File: src/rtl/reaction_delay_countdown.sv
// rtl/reaction_delay_countdown.sv - BCD down-counter timing the foreperiod before the reaction stimulus
module reaction_delay_countdown #(
    parameter int          DIGITS    = 3,
    parameter logic [15:0] LFSR_SEED = 16'hACE1,
    parameter int          MIN_MSD   = 1
) (
    input  logic                  clk,
    input  logic                  reset,
    input  logic                  tick,
    input  logic                  start,
    input  logic                  use_fixed,
    input  logic [4*DIGITS-1:0]   preset_bcd,
    input  logic                  ack,
    input  logic                  abort,
    output logic [4*DIGITS-1:0]   bcd,
    output logic                  busy,
    output logic                  stim,
    output logic                  expired,
    output logic                  false_start
);

    localparam int          W    = 4 * DIGITS;
    localparam logic [15:0] SEED = (LFSR_SEED == 16'h0000) ? 16'h0001 : LFSR_SEED;
    localparam logic [3:0]  MSD  = 4'(MIN_MSD);

    typedef enum logic [1:0] {
        ST_IDLE    = 2'd0,
        ST_RUN     = 2'd1,
        ST_EXPIRED = 2'd2
    } state_t;

    state_t         state_q, state_d;
    logic [W-1:0]   bcd_q, bcd_d;
    logic           expired_q, expired_d;
    logic           false_start_q, false_start_d;
    logic [15:0]    lfsr_q, lfsr_d;

    logic [W-1:0]   rand_preset;
    logic [W-1:0]   fixed_preset;
    logic [W-1:0]   bcd_dec;
    logic           bcd_zero;

    assign lfsr_d = {lfsr_q[14:0], lfsr_q[15] ^ lfsr_q[13] ^ lfsr_q[12] ^ lfsr_q[10]};

    // Map raw nibbles to legal BCD digits; random presets fold 10..15 down to 4..9.
    always_comb begin
        logic [3:0] nib;
        rand_preset  = '0;
        fixed_preset = '0;
        nib          = '0;
        for (int k = 0; k < DIGITS; k++) begin
            nib = lfsr_q[4*k +: 4];
            rand_preset[4*k +: 4] = (nib > 4'd9) ? nib - 4'd6 : nib;
            nib = preset_bcd[4*k +: 4];
            fixed_preset[4*k +: 4] = (nib > 4'd9) ? 4'd9 : nib;
        end
        if (rand_preset[W-1 -: 4] < MSD) begin
            rand_preset[W-1 -: 4] = MSD;
        end
    end

    always_comb begin
        logic borrow;
        bcd_dec = bcd_q;
        borrow  = 1'b1;
        for (int k = 0; k < DIGITS; k++) begin
            if (borrow) begin
                if (bcd_q[4*k +: 4] == 4'd0) begin
                    bcd_dec[4*k +: 4] = 4'd9;
                end else begin
                    bcd_dec[4*k +: 4] = bcd_q[4*k +: 4] - 4'd1;
                    borrow            = 1'b0;
                end
            end
        end
    end

    assign bcd_zero = (bcd_q == '0);

    always_comb begin
        state_d       = state_q;
        bcd_d         = bcd_q;
        expired_d     = 1'b0;
        false_start_d = 1'b0;
        if (abort) begin
            state_d = ST_IDLE;
            bcd_d   = '0;
        end else begin
            case (state_q)
                ST_IDLE: begin
                    if (start) begin
                        state_d = ST_RUN;
                        bcd_d   = use_fixed ? fixed_preset : rand_preset;
                    end
                end
                ST_RUN: begin
                    if (ack) begin
                        state_d       = ST_IDLE;
                        false_start_d = 1'b1;
                    end else if (tick) begin
                        if (bcd_zero) begin
                            state_d   = ST_EXPIRED;
                            expired_d = 1'b1;
                        end else begin
                            bcd_d = bcd_dec;
                        end
                    end
                end
                ST_EXPIRED: begin
                    if (ack) begin
                        state_d = ST_IDLE;
                        bcd_d   = '0;
                    end
                end
                default: begin
                    state_d = ST_IDLE;
                    bcd_d   = '0;
                end
            endcase
        end
    end

    always_ff @(posedge clk or posedge reset) begin
        if (reset) begin
            state_q       <= ST_IDLE;
            bcd_q         <= '0;
            expired_q     <= 1'b0;
            false_start_q <= 1'b0;
            lfsr_q        <= SEED;
        end else begin
            state_q       <= state_d;
            bcd_q         <= bcd_d;
            expired_q     <= expired_d;
            false_start_q <= false_start_d;
            lfsr_q        <= lfsr_d;
        end
    end

    assign bcd         = bcd_q;
    assign busy        = (state_q == ST_RUN);
    assign stim        = (state_q == ST_EXPIRED);
    assign expired     = expired_q;
    assign false_start = false_start_q;

endmodule

File: config.mk
export PLATFORM = sky130hd
export DESIGN_NAME = reaction_delay_countdown
export DESIGN_NICKNAME = d
export VERILOG_FILES = /design/src/rtl/reaction_delay_countdown.sv
export SDC_FILE = /design/constraint.sdc
export NUM_CORES = 1
export LEC_CHECK = 0
export CAP_MARGIN = 0
export CORE_UTILIZATION = 25
export DETAILED_ROUTE_END_ITERATION = 16
export GPL_TIMING_DRIVEN = 1
export SLEW_MARGIN = 20
export SYNTH_ARGS = -nofsm -noshare
export SYNTH_HDL_FRONTEND = slang
export SYNTH_SLANG_ARGS = --single-unit
export TNS_END_PERCENT = 20
File: constraint.sdc
create_clock -name clk -period 2.4 [get_ports clk]
set_clock_uncertainty 0.15 [all_clocks]
set_input_delay 0.36 -clock clk [delete_from_list [all_inputs] [get_ports clk]]
set_output_delay 0.36 -clock clk [all_outputs]
set_load 0.02 [all_outputs]
# [Word level (Yosys, flattened, before mapping)]
# Cells that the tools add are included.
[classes] addsub=6 order_cmp=7 eq_ne=11 n_mux=38 n_bitwise=3 reduce_logical=9
[op_table] op="$mux W12" count=7
[op_table] op="$mux W4" count=12
[op_table] op="$pmux W12 S3" count=1
[op_table] op="$gt A4 B4 Y1 const B" count=6
[op_table] op="$ne A3 B3 Y1 const B" count=5
[op_table] op="$logic_not A12 Y1" count=1
[op_table] op="$logic_not A4 Y1" count=3
[op_table] op="$mux W2" count=6
[op_table] op="$reduce_and A6 Y1" count=2
[op_table] op="$sub A4 B1 Y4 const B" count=3
[op_table] op="$sub A4 B3 Y4 const B" count=3
[op_table] op="$mux W1" count=11
[op_table] op="$ne A3 B2 Y1 const B" count=2
[op_table] op="$pmux W2 S3" count=1
[op_table] op="$reduce_and A5 Y1" count=1
[op_table] op="$lt A4 B1 Y1 const B" count=1
[op_table] op="$ne A4 B3 Y1 const B" count=1
[op_table] op="$ne A4 B4 Y1 const B" count=1
[op_table] op="$reduce_and A4 Y1" count=1
[op_table] op="$xor A1 B1 Y1" count=3
[op_table] op="$eq A2 B1 Y1 const B" count=1
[op_table] op="$eq A2 B2 Y1 const B" count=1
[op_table] op="$logic_not A2 Y1" count=1
[totals] reg_bits=32 in_bits=19 output_inout_bits=16

# [Depth between registers and ports, before layout]
[depth] ltp_word=9 ltp_mapped=7

# [Worst setup path after synthesis]
# Ideal clock, no wire load.
[synth_timing] kind="flip-flop to flip-flop" from="register bcd_q[4] (netlist: bcd[4])" to="register bcd_q[2] (netlist: bcd[2])" setup_ps=121 arrival_time_ps=1727 required_ps=2129 slack_ps=402 path_stages_with_launch=8 synth_period_minus_slack_ps=1998 path_cell_list="dfrtp_1 inv_1 ha_1 or3b_4 nor2_4 a31oi_2 a21o_1 a22o_1"
[synth_via] elab_chain_len=3
[synth_lines] item="start: declaration" line="33" text="logic [W-1:0] bcd_q, bcd_d;"
[synth_lines] item="start signal: assignment" line="126" text="bcd_q <= '0;"
[synth_lines] item="start signal: assignment" line="132" text="bcd_q <= bcd_d;"
[synth_lines] item="$logic_not A12 Y1" line="78" text="assign bcd_zero = (bcd_q == '0);"
[synth_lines] item="$ne A3 B3 Y1 (no source line)"
[synth_lines] item="$reduce_and A5 Y1 (no source line)"
# No other way between the ends.
# A chain may end at the register's enable or synchronous reset.

# [Worst setup path in the final report]
[layout_timing] from="register state_q[1]" to="output port busy"
[layout_via] elab_chain_len=1
[layout_lines] item="start: declaration" line="32" text="state_t state_q, state_d;"
[layout_lines] item="start signal: assignment" line="131" text="state_q <= state_d;"
[layout_lines] item="$eq A2 B1 Y1" line="140" text="assign busy = (state_q == ST_RUN);"
[layout_lines] item="end: declaration" line="16" text="output logic busy,"
# No other way between the ends.

==> qor.yml <==
post_cts_resized: 0
synth_cells: 202
h-tree-depth: 2
dpl.hpwl_um: 3760
pwr-share-comb: 0.284
min_from: "lfsr_q[14]"
synth_top_family_by_area: "compound AO/OA/AOI/OAI gates"
cpLargestDelayFamily: "buffers and inverters"
portBuffers: 34
synth.net_count: 230
worstRegToRegCells: 7
crit_required_ns: 1.89
coreArea_mm2: 0.00741
synth_cell_types: 55
muxShareOfSynthArea: 0.0314
r2r-end: "bcd[1]"
finalMaxSlewViolations: 0
pwr-share-clk: 0.348
grt_max_degree: 33
finalSetupTns_ns: 0
antenna_found_initial: 0
grt_first_pass_wirelength_um: 8120
synth_area_leaders: "dfrtp_1, dfstp_2, ha_1, a21oi_1, o21ai_0"
area.growth.synth_to_final_pct: 32.3
grt-ovfl-total: 0
synth-edff-count: 0
diodes: 0
cts.clk_slew.worst_paths_ns: 0.07
detail_route.wl_per_cell_um: 14.1
dieArea_mm2: 0.00817
rr_startpoint: "bcd[0]"
dr.pass1.iters: 4
period_share: 0.934
p_sw_frac: 0.302
cp.depth: 3
power.density_mw_per_mm2: 635
drc_errors: 0
clockRootBuffer: "clkbuf_8"
row_count: 31
gp_congestion: 0.806
stdcell_count: 347
die_h_um: 90.4
crit_path_end_kind: "output pin"
critical_path.startpoint: "state_q[1]"
cts_tree: "done"
ant_nets: 0
hold_viol_final: 0
rrSetupSlack_ns: 0.25
seqPwrFrac: 0.368
viasPerCell: 4.79
synth_warnings: 0
grt_pass1_vias: 1628
setup_viol: 0
dp_cells: 339
wl_um: 4900
yosys.area.top_type: "dfrtp_1"
p_switching_uw: 495
synth_fa_ha_area_frac: 0.0576
drive_gt1_frac: 0.165
layout.nets: 275
tightest_slew_ns: 0.544
synth-simple-area-share: 0.188
seq_area_frac_synth: 0.415
ios: 35
crit_slowest_cell: "clkdlybuf4s50_1"
internal_power_mw: 1.15
synth_ff_type: "dfrtp_1"
clockBufferDepth: 2
async_reset_ff_frac: 1.00
num_vias: 1663
netlist_area_mm2: 0.00195
relSlewSlack: 0.636
critical_path.endpoint: "busy"
p_leak_nw: 1.09
clock_sinks: 32
max-vdd-ir-drop_mv: 0.236
slowest_delay_ns: 0.65
status: "finished, final reports clean"
initial_core_util: 0.264
synth.avg_cell_area_um2: 9.68
period_needed_ns: 2.24
rsz0062_at_grt: "no"
max_cap_violations: 0
clkLatencyLatePin_ns: 0.29
cts_made_buffers: 5
start_kind: "flop"
die_w_um: 90.4
yosys.area.top_type_share: 0.307
synth_xor_area_frac: 0.0134
synth_compound_area_frac: 0.248
max_freq_mhz: 446
cts_hold_buf: 0
drtIter0Drc: 86
synth-seq-cells: 32
cp_max_fo: 6
cp.arrival_ns: 1.73
min_path_type: "reg2reg"
crit_buf_inv: 2
path_class: "reg2out"
grt_usage: 0.125
post_cts_buffers: 0
path_cells: "nand2b_1 > inv_1 > clkdlybuf4s50_1"
## stage by stage
stage / util / setup slack, ns / power [mW] / cell area [um^2] / hold slack [ns]
2_1_floorplan: - / 0.402 / 0.908 / 1950 / 0.183
3_3_place_gp: 0.332 / 0.230 / 1.07 / 2460 / 0.188
3_5_place_dp: 0.332 / 0.238 / 1.08 / 2460 / 0.191
4_1_cts: 0.349 / 0.140 / 1.65 / 2580 / 0.206
5_1_grt: 0.349 / 0.0520 / 1.72 / 2580 / 0.232
6_report: 0.349 / 0.158 / 1.64 / 2580 / 0.207
## worst reg2reg max path: cells and delay by family, from the launching register on
family	cells	cell delay, ns
simple gates	2	0.45
compound gates	3	0.68
flops	1	0.43
fa+ha+maj	1	0.22
buf+inv	1	0.12
## layout by cell type, fill, tap and decap left out, types with 4 or more instances in the layout
cell type	Yosys	layout
mux2i_1	5	5
nand2b_1	6	6
a31oi_1	7	7
clkbuf_8	0	7
inv_1	17	17
nor2_1	5	5
buf_4	0	9
a21oi_1	19	19
dfrtp_1	24	24
nor3_1	9	9
o21bai_1	5	5
nand2_1	9	9
nor2b_1	6	6
nand3b_1	4	4
ha_1	9	9
o21ai_0	16	16
clkdlybuf4s50_1	0	34
nand3_1	5	5
dfstp_2	8	8
## cell families (layout without fill, tap and decap cells)
logic type                 after synthesis  count (layout)
muxes                                    6               6
AOI/OAI and AO/OA                       71              71
adders and majority gates                9               9
and+or+nand+nor                         59              59
xor gates and xnor gates                 3               3
buffers and inverters                   22              68
DFF                                     32              32
## layout make-up
class | count | area, um^2
Fill cell | 741 | 4820
Timing Repair Buffer | 43 | 408
Clock inverter | 1 | 30.0
Tap cell | 99 | 124
Inverter | 17 | 63.8
Multi-Input combinational cell | 148 | 1050
Sequential cell | 32 | 811
Clock buffer | 7 | 96.3
## sequential cells by signal, indices dropped and copies added (netlist names)
register,cells
state_q,2
false_start,1
expired,1
bcd,12
lfsr_q,16
## per-layer routing
| metal | share of wire | global-route usage |
|---|---|---|
| met1 | 0.46 | 0.160 |
| met2 | 0.49 | 0.204 |
| met3 | 0.040 | 0.0303 |
| met4 | 0.013 | 0.0430 |
| met5 | 0 | 0 |
## power groups by stage
| stage | sequential (mW) | combinational, mW | clock [mW] |
|---|---|---|---|
| 3_3_place_gp | 0.612 | 0.460 | 0 |
| 4_1_cts | 0.603 | 0.468 | 0.581 |
| 3_5_place_dp | 0.612 | 0.466 | 0 |
| 6_report | 0.603 | 0.466 | 0.572 |
| 2_1_floorplan | 0.634 | 0.274 | 0 |
| 5_1_grt | 0.609 | 0.512 | 0.603 |
## worst min path at each step
stage / slack, ns / to / depth (start not counted)
3_5_place_dp: 0.19 / lfsr_q[15] / 0
3_3_place_gp: 0.19 / lfsr_q[15] / 0
4_1_cts: 0.21 / lfsr_q[15] / 0
6_report: 0.21 / lfsr_q[15] / 0
5_1_grt: 0.23 / lfsr_q[15] / 0
2_1_floorplan: 0.18 / lfsr_q[15] / 0
## cell usage after synthesis (2+ instances only)
library cell and n:
dfrtp_1 24, a21oi_1 19, inv_1 17, o21ai_0 16, ha_1 9, nand2_1 9
nor3_1 9, dfstp_2 8, a31oi_1 7, nand2b_1 6, nor2b_1 6, mux2i_1 5
nand3_1 5, nor2_1 5, o21bai_1 5, nand3b_1 4, a22o_1 3, clkbuf_1 3
o31ai_1 3, a21o_1 2, or3b_4 2, xnor2_1 2
Note: power is estimated with default switching activity, not from simulation.
